## config.mk

```make
export PLATFORM = sky130hd
export DESIGN_NAME = serial_adder_ctrl
export DESIGN_NICKNAME = d
export VERILOG_FILES = /design/src/rtl/serial_adder_pkg.sv /design/src/rtl/full_adder_df.sv /design/src/rtl/serial_adder_ctrl.sv
export SDC_FILE = /design/constraint.sdc
export NUM_CORES = 1
export LEC_CHECK = 0
export ABC_AREA = 1
export CAP_MARGIN = 10
export CORE_ASPECT_RATIO = 1.75
export CORE_MARGIN = 4
export CORE_UTILIZATION = 47
export DETAILED_ROUTE_END_ITERATION = 10
export PLACE_DENSITY = 0.82
export SLEW_MARGIN = 20
export SYNTH_ARGS = -nofsm -noshare
export SYNTH_HDL_FRONTEND = slang
export SYNTH_HIERARCHICAL = 1
export SYNTH_SLANG_ARGS = --single-unit
```

## constraint.sdc

```tcl
create_clock -name clk -period 1.1 [get_ports clk]
set_input_delay 0.275 -clock clk [delete_from_list [all_inputs] [get_ports clk]]
set_output_delay 0.275 -clock clk [all_outputs]
set_load 0.1 [all_outputs]
```

## src/rtl/serial_adder_pkg.sv

```systemverilog
// Shared constants for the bit-serial adder: FSM state encodings and default operand width.
package serial_adder_pkg;

    localparam int DEFAULT_WIDTH = 8;

    localparam logic [1:0] S_IDLE = 2'd0;
    localparam logic [1:0] S_ADD  = 2'd1;
    localparam logic [1:0] S_DONE = 2'd2;

endpackage

```

## src/rtl/full_adder_df.sv

```systemverilog
// One-bit dataflow full adder; the only arithmetic element in the serial adder datapath.
module full_adder_df (
    input  logic a,
    input  logic b,
    input  logic c,
    output logic sum,
    output logic carry
);

    assign sum   = a ^ b ^ c;
    assign carry = (a & b) | (c & (a ^ b));

endmodule

```

## src/rtl/serial_adder_ctrl.sv

```systemverilog
// Bit-serial unsigned adder: one bit per clock through full_adder_df, LSB first.
// Define SERIAL_ADDER_OVF_EN to add the registered signed-overflow output ovf.
module serial_adder_ctrl
    import serial_adder_pkg::*;
#(
    parameter int WIDTH = DEFAULT_WIDTH
) (
    input  logic             clk,
    input  logic             rst_n,
    input  logic             start,
    input  logic [WIDTH-1:0] a,
    input  logic [WIDTH-1:0] b,
    input  logic             cin,
    output logic             busy,
    output logic             done,
    output logic [WIDTH-1:0] sum,
    output logic             cout
`ifdef SERIAL_ADDER_OVF_EN
    ,
    output logic             ovf
`endif
);

    localparam int               CNT_W    = $clog2(WIDTH);
    localparam logic [CNT_W-1:0] CNT_LAST = CNT_W'(WIDTH - 1);

    logic [1:0]       state;
    logic [WIDTH-1:0] a_sr;
    logic [WIDTH-1:0] b_sr;
    logic [WIDTH-2:0] res_sr;
    logic [WIDTH-1:0] res_cat;
    logic             carry_q;
    logic [CNT_W-1:0] cnt;
    logic             fa_sum;
    logic             fa_carry;

    full_adder_df u_fa (
        .a     (a_sr[0]),
        .b     (b_sr[0]),
        .c     (carry_q),
        .sum   (fa_sum),
        .carry (fa_carry)
    );

    // The newest sum bit enters at the MSB; once the last bit arrives this is the full result.
    assign res_cat = {fa_sum, res_sr};

    assign busy = (state == S_ADD);
    assign done = (state == S_DONE);

    always_ff @(posedge clk or negedge rst_n) begin
        // NOTE: datapath shift registers are reset too, so an aborted add leaves no stale bits behind.
        if (!rst_n) begin
            state   <= S_IDLE;
            a_sr    <= '0;
            b_sr    <= '0;
            res_sr  <= '0;
            carry_q <= 1'b0;
            cnt     <= '0;
            sum     <= '0;
            cout    <= 1'b0;
`ifdef SERIAL_ADDER_OVF_EN
            ovf     <= 1'b0;
`endif
        end else begin
            // NOTE: non-blocking assignments keep every register reading pre-edge values.
            case (state)
                S_IDLE: begin
                    if (start) begin
                        a_sr    <= a;
                        b_sr    <= b;
                        carry_q <= cin;
                        cnt     <= '0;
                        state   <= S_ADD;
                    end
                end
                S_ADD: begin
                    a_sr    <= a_sr >> 1;
                    b_sr    <= b_sr >> 1;
                    res_sr  <= res_cat[WIDTH-1:1];
                    carry_q <= fa_carry;
                    if (cnt == CNT_LAST) begin
                        sum   <= res_cat;
                        cout  <= fa_carry;
`ifdef SERIAL_ADDER_OVF_EN
                        // carry_q is the carry into the MSB during the final bit.
                        ovf   <= carry_q ^ fa_carry;
`endif
                        state <= S_DONE;
                    end else begin
                        cnt <= cnt + CNT_W'(1);
                    end
                end
                S_DONE:  state <= S_IDLE;
                default: state <= S_IDLE;
            endcase
        end
    end

endmodule
```

# Yosys cells after proc, flatten, opt, wreduce, memory -nomap -nowiden
# Index checks and enable logic that the tools add are counted.
[totals]
regBits = 38
input_bits = 20
output_inout_bits = 11
elab_cells = 38
[op_classes]
n_eq_ne = 6
n_addsub = 1
n_reduce_logical = 6
n_mux = 12
bitwise_logic = 5
[op_table]
columns = ["op", "count"]
rows = [
  ["8-bit one-hot mux with 2 select lines", 2],
  ["8-bit 2-to-1 mux", 2],
  ["3-bit 2-to-1 mux", 2],
  ["3-bit one-hot mux with 2 select lines", 1],
  ["2-bit AND reduction", 3],
  ["2-bit 2-to-1 mux", 2],
  ["2-bit inequality test (second input constant)", 2],
  ["2-bit one-hot mux with 2 select lines", 1],
  ["3-bit by 1-bit adder with 3-bit output (second input constant)", 1],
  ["3-bit == test (second input constant)", 1],
  ["3-bit AND reduction", 1],
  ["1-bit AND", 2],
  ["2-bit by 1-bit == test with 1-bit output (second input constant)", 1],
  ["2-bit == test (second input constant)", 1],
  ["2-bit zero test", 1],
  ["2-bit by 1-bit inequality test with 1-bit output (second input constant)", 1],
  ["1-bit one-hot mux with 2 select lines", 1],
  ["2-bit nonzero test", 1],
  ["1-bit XOR", 2],
  ["1-bit 2-to-1 mux", 1],
  ["1-bit bitwise OR", 1],
]

# Depth between registers and ports, before layout
# Gate-level depths: netlist of run 1.
[depth]
word_depth = 4
depth_mapped = 7
depth_no_buf = 6

# Modules after synthesis
# Netlist of run 1, hierarchy kept.
[modules_own_cells]
columns = ["mod", "n_inst", "seq_area_each_um2", "cells_per_inst", "area_per_inst_um2"]
rows = [
  ["serial_adder_ctrl", 1, 950.9, 225, 1767.9],
  ["full_adder_df", 1, 0.0, 1, 20.0],
]

# Worst setup path after synthesis of run 1
# Ideal clock, no wire load.
[synth_timing]
path_kind = "register to output"
start = "reg state[0]"
end = "out done"
arrival_ns = 1.898
path_buffers = 1
path_stages_with_launch = 3
path_slack_ns = -1.073
cell_sequence = "dfrtp_1 clkbuf_1 nor2_1"
[synth_via]
elab_chain_cells = 1
[synth_rtl]
columns = ["element", "line", "source"]
rows = [
  ["from (decl)", "serial_adder_ctrl.sv:27", "logic [1:0] state;"],
  ["from (signal assigned)", "serial_adder_ctrl.sv:54", "state <= S_IDLE;"],
  ["from (signal assigned)", "serial_adder_ctrl.sv:74", "state <= S_ADD;"],
  ["from (signal assigned)", "serial_adder_ctrl.sv:89", "state <= S_DONE;"],
  ["2-bit == test", "serial_adder_ctrl.sv:49", "assign done = (state == S_DONE);"],
  ["to (decl)", "serial_adder_ctrl.sv:15", "output logic done,"],
]
# Every way passes these cells.

# Worst setup path after layout of run 1
# Same ends and word-level chain as after synthesis.

==> impl_metrics.json, run 1 <==
{
  "synth_top_family_by_area": "simple AND/OR/NAND/NOR gates",
  "n_antenna_cell": 0,
  "hold_violations": 0,
  "grt_usage_pct": 22.0,
  "clock_latency_ps": 320,
  "r2r_setup_slack_ps": -240,
  "period_needed_ps": 1470,
  "path_class": "reg2out",
  "whs_ps": 468,
  "grt.met1_usage_pct": 25.0,
  "row_count": 29,
  "grt.busiest_layer": "met2",
  "stdcell_count": 344,
  "cpMaxStageDelayCell": "dfrtp_2",
  "cts_made_buffers": 5,
  "power.density_nw_per_um2": 3400,
  "synth_warnings": 6,
  "ys_seq_elements": 38,
  "clock-sinks": 38,
  "first_pass_iters": 4,
  "muxShareOfSynthArea_pct": 0,
  "crit_family": "flip-flops",
  "cp.arrival_ps": 1190,
  "required_ps": 820,
  "synth_xor_area_share_pct": 0,
  "synth_compound_area_share_pct": 5.25,
  "dp_hpwl_microns": 2610,
  "synth_area_sq_um": 1790,
  "fp.dieW_microns": 54.6,
  "violations": "negative setup slack",
  "postSynthCellCount": 226,
  "grt_pass1_vias": 1635,
  "skew_ps": 22.5,
  "finalWeightedCongestion": 0.841,
  "critPathCaptureType": "output pin",
  "final_antenna_net_count": 0,
  "cp_num_cells": 3,
  "die_h_microns": 89.6,
  "wire_per_inst_microns": 20.7,
  "core_sq_um": 3660,
  "initial_utilization_pct": 48.8,
  "slew_headroom_pct": 72.3,
  "p_leak_nw": 1.72,
  "rsz0062_at_grt": "true",
  "grt-ovfl-total": 0,
  "cts_max_level": 2,
  "fin_ws_ps": -366,
  "maxCapViolCount": 0,
  "clock_path_buffers": 2,
  "crit_fanout": 4,
  "drc": 0,
  "io_buffer_count": 30,
  "area.growth.synth_to_final_pct": 88.1,
  "n_fill_cell": 122,
  "post-place-cells": 308,
  "synth.avg_cell_area_sq_um": 7.91,
  "setup_viol": 49,
  "path_cells": "buf_6 -> nor2_4 -> buf_12",
  "syn_nets": 249,
  "grt_max_degree": 24,
  "r2r-start": "cnt[1]",
  "hp-class": "in2async",
  "yosys.area_share.simple_pct": 26.9,
  "tightest_slew_ps": 416,
  "grt.met2_usage_pct": 38.0,
  "finalNetCount": 320,
  "ioPinCount": 31,
  "layout-drive-gt1-share_pct": 53.7,
  "status": "finished, violations left",
  "wirelength_microns": 7110,
  "critPathBufInv": 2,
  "max-vdd-ir-drop_mv": 2.79,
  "report.final.slew_viol_count": 0,
  "period_share_pct": 133,
  "yosysUniqueCellTypes": 17,
  "reg2reg_depth": 6,
  "antenna_found_initial": 0,
  "fmaxAchievable_mhz": 682,
  "grt_first_pass_wirelength_microns": 7620,
  "cts_tree": "done",
  "grt_use_met3_pct": 5.29,
  "cp_slowest_stage_delay_ps": 450,
  "startpoint_type": "flop",
  "ys_seq_area_share_pct": 53.2,
  "clkTransAtPathRegs_ps": 80,
  "num_vias": 1923,
  "timing.rr.end": "cout",
  "avgViaCountPerCell": 5.59,
  "dieArea_sq_um": 4890,
  "root_buffer": "clkbuf_8",
  "yosys.area_share.adder_pct": 2.52,
  "drt_iter0_drc": 103
}
-- where the power goes --
part	leakage, nW	total [mW]	switching (mW)	internal [mW]
logic	1.20	7.21	4.12	3.08
clock network	0.0683	1.49	0.585	0.910
registers	0.458	2.74	0.660	2.08
-- repair_timing --
| action | 4_1_cts | 5_1_grt |
|---|---|---|
| endpoints found under the setup margin | 48 | 49 |
| setup buffers | 14 | 10 |
| pin swaps | 5 | 28 |
| hold endpoints to repair | 38 | 0 |
| hold buffers | 1 | 0 |
| cloned | 2 | 7 |
| gates resized for setup | 26 | 111 |
-- metal layers --
layer | vias up | part of all wire (%)
li1 | 844 | -
met1 | 943 | 35
met5 | - | 0
met4 | 0 | 4.2
met2 | 107 | 54
met3 | 29 | 6.5
-- cell type report --
cell class / instances / area [sq um] / area share, %
sequential: 38 / 963 / 28.6
timing repair buffer: 72 / 935 / 27.8
multi-input combinational: 136 / 1100 / 32.6
inverter: 44 / 173 / 5.13
tap: 46 / 57.6 / 1.71
clock inverter: 3 / 68.8 / 2.05
clock buffer: 5 / 68.8 / 2.05
-- synth_stat cells --
master | instances | area [sq um]
buf_2 | 6 | 30.0
o21ai_1 | 8 | 40.0
nand2_1 | 72 | 270
nor2_1 | 1 | 3.75
fa_1 | 1 | 20.0
clkbuf_1 | 3 | 11.3
dfrtp_1 | 38 | 951
ha_1 | 2 | 25.0
inv_1 | 42 | 158
o21ai_2 | 1 | 8.76
inv_2 | 2 | 7.51
o21ai_0 | 9 | 45.0
buf_6 | 1 | 11.3
nand3_1 | 35 | 175
nand4_1 | 3 | 18.8
nor2_2 | 1 | 6.26
nand2_2 | 1 | 6.26
-- sequential cells by signal, indices dropped and copies added (netlist names) --
| name | flops |
|---|---|
| sum | 8 |
| b_sr | 8 |
| res_sr | 7 |
| cout | 1 |
| cnt | 3 |
| carry_q | 1 |
| state | 2 |
| a_sr | 8 |
-- tightest hold or removal path, stage by stage --
cell and delay, ps:
dlygate4sd3_1 510, buf_2 120, buf_4 230
-- worst max-delay path by stage --
stage	startpoint	endpoint	slack (ps)
3_5_place_dp	start	a_sr[7]	-450
2_1_floorplan	state[0]	sum[3]	-430
4_1_cts	state[0]	done	-320
6_report	state[0]	done	-370
5_1_grt	state[0]	done	-400
3_3_place_gp	start	a_sr[2]	-420
-- cells by family (layout without fill, tap and decap cells) --
group                      Yosys count  after routing
AOI/OAI and AO/OA                   18             20
adders and majority gates            3              3
buffers and inverters               54            124
DFF                                 38             38
and+or+nand+nor                    113            113
-- per-stage QoR --
stage / cell area, sq um / setup TNS [ps] / setup WS (ps) / util [%] / power, mW
floorplan: 1850 / -4460 / -430 / - / 5.47
global placement: 2400 / -8270 / -419 / 65.4 / 6.93
detailed placement: 2400 / -9080 / -446 / 65.4 / 7.06
CTS: 2810 / -5320 / -316 / 76.5 / 9.07
global route: 3360 / -9220 / -398 / 91.8 / 11.9
finish: 3360 / -7480 / -366 / 91.8 / 11.4
-- layout by cell type (no fill, tap or decap) --
cell,n
nand2_1,41
inv_1,38
dfrtp_1,28
nand3_2,24
buf_4,19
nand2_4,17
clkdlybuf4s50_1,17
buf_12,17
o21ai_2,16
nand2_2,13
dfrtp_2,10
nand3_1,8
buf_6,7
clkbuf_8,5
buf_8,5
inv_2,4
clkbuf_16,4
nand3_4,3
nand4_1,3
o21ai_4,3
nor2_4,2
nand2_8,2
bufinv_16,2
inv_6,1
inv_4,1
o21ai_1,1
ha_2,1
ha_4,1
clkinv_4,1
dlygate4sd3_1,1
buf_2,1
dlymetal6s2s_1,1
fa_2,1
Note: power is estimated with default switching activity, not from simulation.
==> run 2: changes to the inputs <==
- HOLD_SLACK_MARGIN: unset -> 0.1
==> results of run 2 <==
No change in the layout: final DEF, timing and power equal those of run 1.
==> run 3: changes to the inputs <==
- CORE_UTILIZATION: 47 -> 50
- PLACE_DENSITY: 0.82 -> 0.83
- clock period: 1.1 -> 1.45 ns (I/O delays scaled with it)
==> run 3 against run 2 <==
Register-to-register slack improved by 310 ps. Clock-buffer cell count increased by 2. First-iteration DRC count decreased by 62%. Utilization decreased by 19 points. Design area decreased by 27%. Combinational power decreased by 53%. The run still ends with negative setup slack left. Global-route usage decreased by 2.5 points. Clock skew decreased by 20 ps. Routed wire length decreased by 45%. Cell count decreased by 9.6%. Die area decreased by 5.3%. Non-clock buffer count decreased by 30.
==> impl_metrics.json, run 3 (synthesis gave the netlist of run 1 again) <==
{
  "report.final.slew_viol_count": 0,
  "violations": "negative setup slack",
  "fin_ws_ps": -39.9,
  "dp_hpwl_microns": 2610,
  "fmaxAchievable_mhz": 671,
  "layout-drive-gt1-share_pct": 15.0,
  "hp-class": "in2async",
  "ioPinCount": 31,
  "hold_violations": 0,
  "p_leak_nw": 1.30,
  "wire_per_inst_microns": 12.6,
  "dieArea_sq_um": 4630,
  "clkTransAtPathRegs_ps": 70,
  "place_worst_setup_slack_ps": 33.3,
  "status": "finished, violations left",
  "io_buffer_count": 30,
  "initial_utilization_pct": 52.6,
  "row_count": 28,
  "final_area_sq_um": 2460,
  "core_sq_um": 3400,
  "finalNetCount": 288,
  "max-vdd-ir-drop_mv": 1.88,
  "cpMaxStageDelayCell": "dfrtp_2",
  "root_buffer": "clkbuf_8",
  "largestRegisters": "a_sr (8), b_sr (8), sum (8)",
  "critPathBufInv": 2,
  "maxCapViolCount": 0,
  "num_vias": 1543,
  "power.density_nw_per_um2": 2480,
  "clock-sinks": 38,
  "avgViaCountPerCell": 4.96,
  "crit_fanout": 4,
  "n_antenna_cell": 0,
  "slew_headroom_pct": 84.5,
  "path_cells": "buf_6 -> nor2_4 -> buf_12",
  "grt_max_degree": 39,
  "cts_made_buffers": 5,
  "first_pass_iters": 5,
  "tightest_slew_ps": 232,
  "layout_common_cells": "nand2_1, inv_1, dfrtp_1",
  "layout_commonest_cell": "nand2_1",
  "cts_tree": "done",
  "startpoint_type": "flop",
  "grt_usage_pct": 19.5,
  "place_area_sq_um": 2320,
  "skew_ps": 2.66,
  "critPathCaptureType": "output pin",
  "period_share_pct": 103,
  "grt_first_pass_wirelength_microns": 6740,
  "drc": 0,
  "clock_path_buffers": 2,
  "cts_max_level": 2,
  "path_class": "reg2out",
  "cp_slowest_stage_delay_ps": 440,
  "antenna_found_initial": 0,
  "cp.arrival_ps": 1130,
  "required_ps": 1090,
  "rsz0062_at_grt": "true",
  "finalWeightedCongestion": 0.716,
  "period_needed_ps": 1490,
  "grt_pass1_vias": 1501,
  "area.growth.synth_to_final_pct": 37.4,
  "die_h_microns": 87.1,
  "setup_viol": 1,
  "clock_latency_ps": 290,
  "final_antenna_net_count": 0,
  "grt-ovfl-total": 0,
  "drt_iter0_drc": 39,
  "wirelength_microns": 3910,
  "fp.dieW_microns": 53.2,
  "crit_family": "flip-flops"
}
[run 3: metal layers]
layer	track usage (%)	part of all wire, %	up-vias
li1	-	-	765
met1	25.0	42	726
met2	30.3	50	42
met3	5.32	5.5	10
met4	8.37	2.1	0
met5	0	0	-
[run 3: timing repair]
item | CTS | global route
gates resized for setup | 3 | 4
setup endpoints to repair | 2 | 10
pin swaps | 2 | 0
setup buffers | 3 | 0
hold buffers | 0 | 0
[run 3: layout make-up]
type / instances / area, sq um
clock buffers: 7 / 86.3
well taps: 45 / 56.3
inverters: 44 / 168
repair buffers: 42 / 546
fillers: 263 / 942
clock inverters: 1 / 5.00
flip-flops and latches: 38 / 953
multi-input cells: 134 / 642
[run 3: through the flow]
stage | hold slack [ps] | total power [mW] | setup TNS [ps] | std cells | util, %
CTS | 443 | 6.08 | -72.9 | 311 | 72.0
finish | 440 | 6.08 | -39.9 | 311 | 72.3
detailed placement | 465 | 5.24 | 0 | 300 | 68.4
global route | 458 | 6.52 | -115 | 311 | 72.3
floorplan | 66.9 | 4.07 | -509 | 226 | -
global placement | 462 | 5.16 | 0 | 300 | 68.4
[run 3: report_power, final]
| part | total (mW) | internal (mW) | switching (mW) | leakage [nW] |
|---|---|---|---|---|
| Clock | 0.743 | 0.383 | 0.359 | 0.0482 |
| Combinational | 3.42 | 1.32 | 2.10 | 0.786 |
| Sequential | 1.92 | 1.56 | 0.359 | 0.469 |
[run 3: final timing paths]
kind / from / endpoint / slack (ps) / cells past startpoint
max reg2reg: state[0] / a_sr[0] / 70 / 7
min: rst_n / res_sr[6] / 440 / 2
min reg2reg: a_sr[4] / a_sr[4] / 480 / 2
max: state[0] / done / -40 / 3
min in group clk: a_sr[4] / a_sr[4] / 480 / 2
max in group asynchronous: rst_n / state[1] / 800 / 2
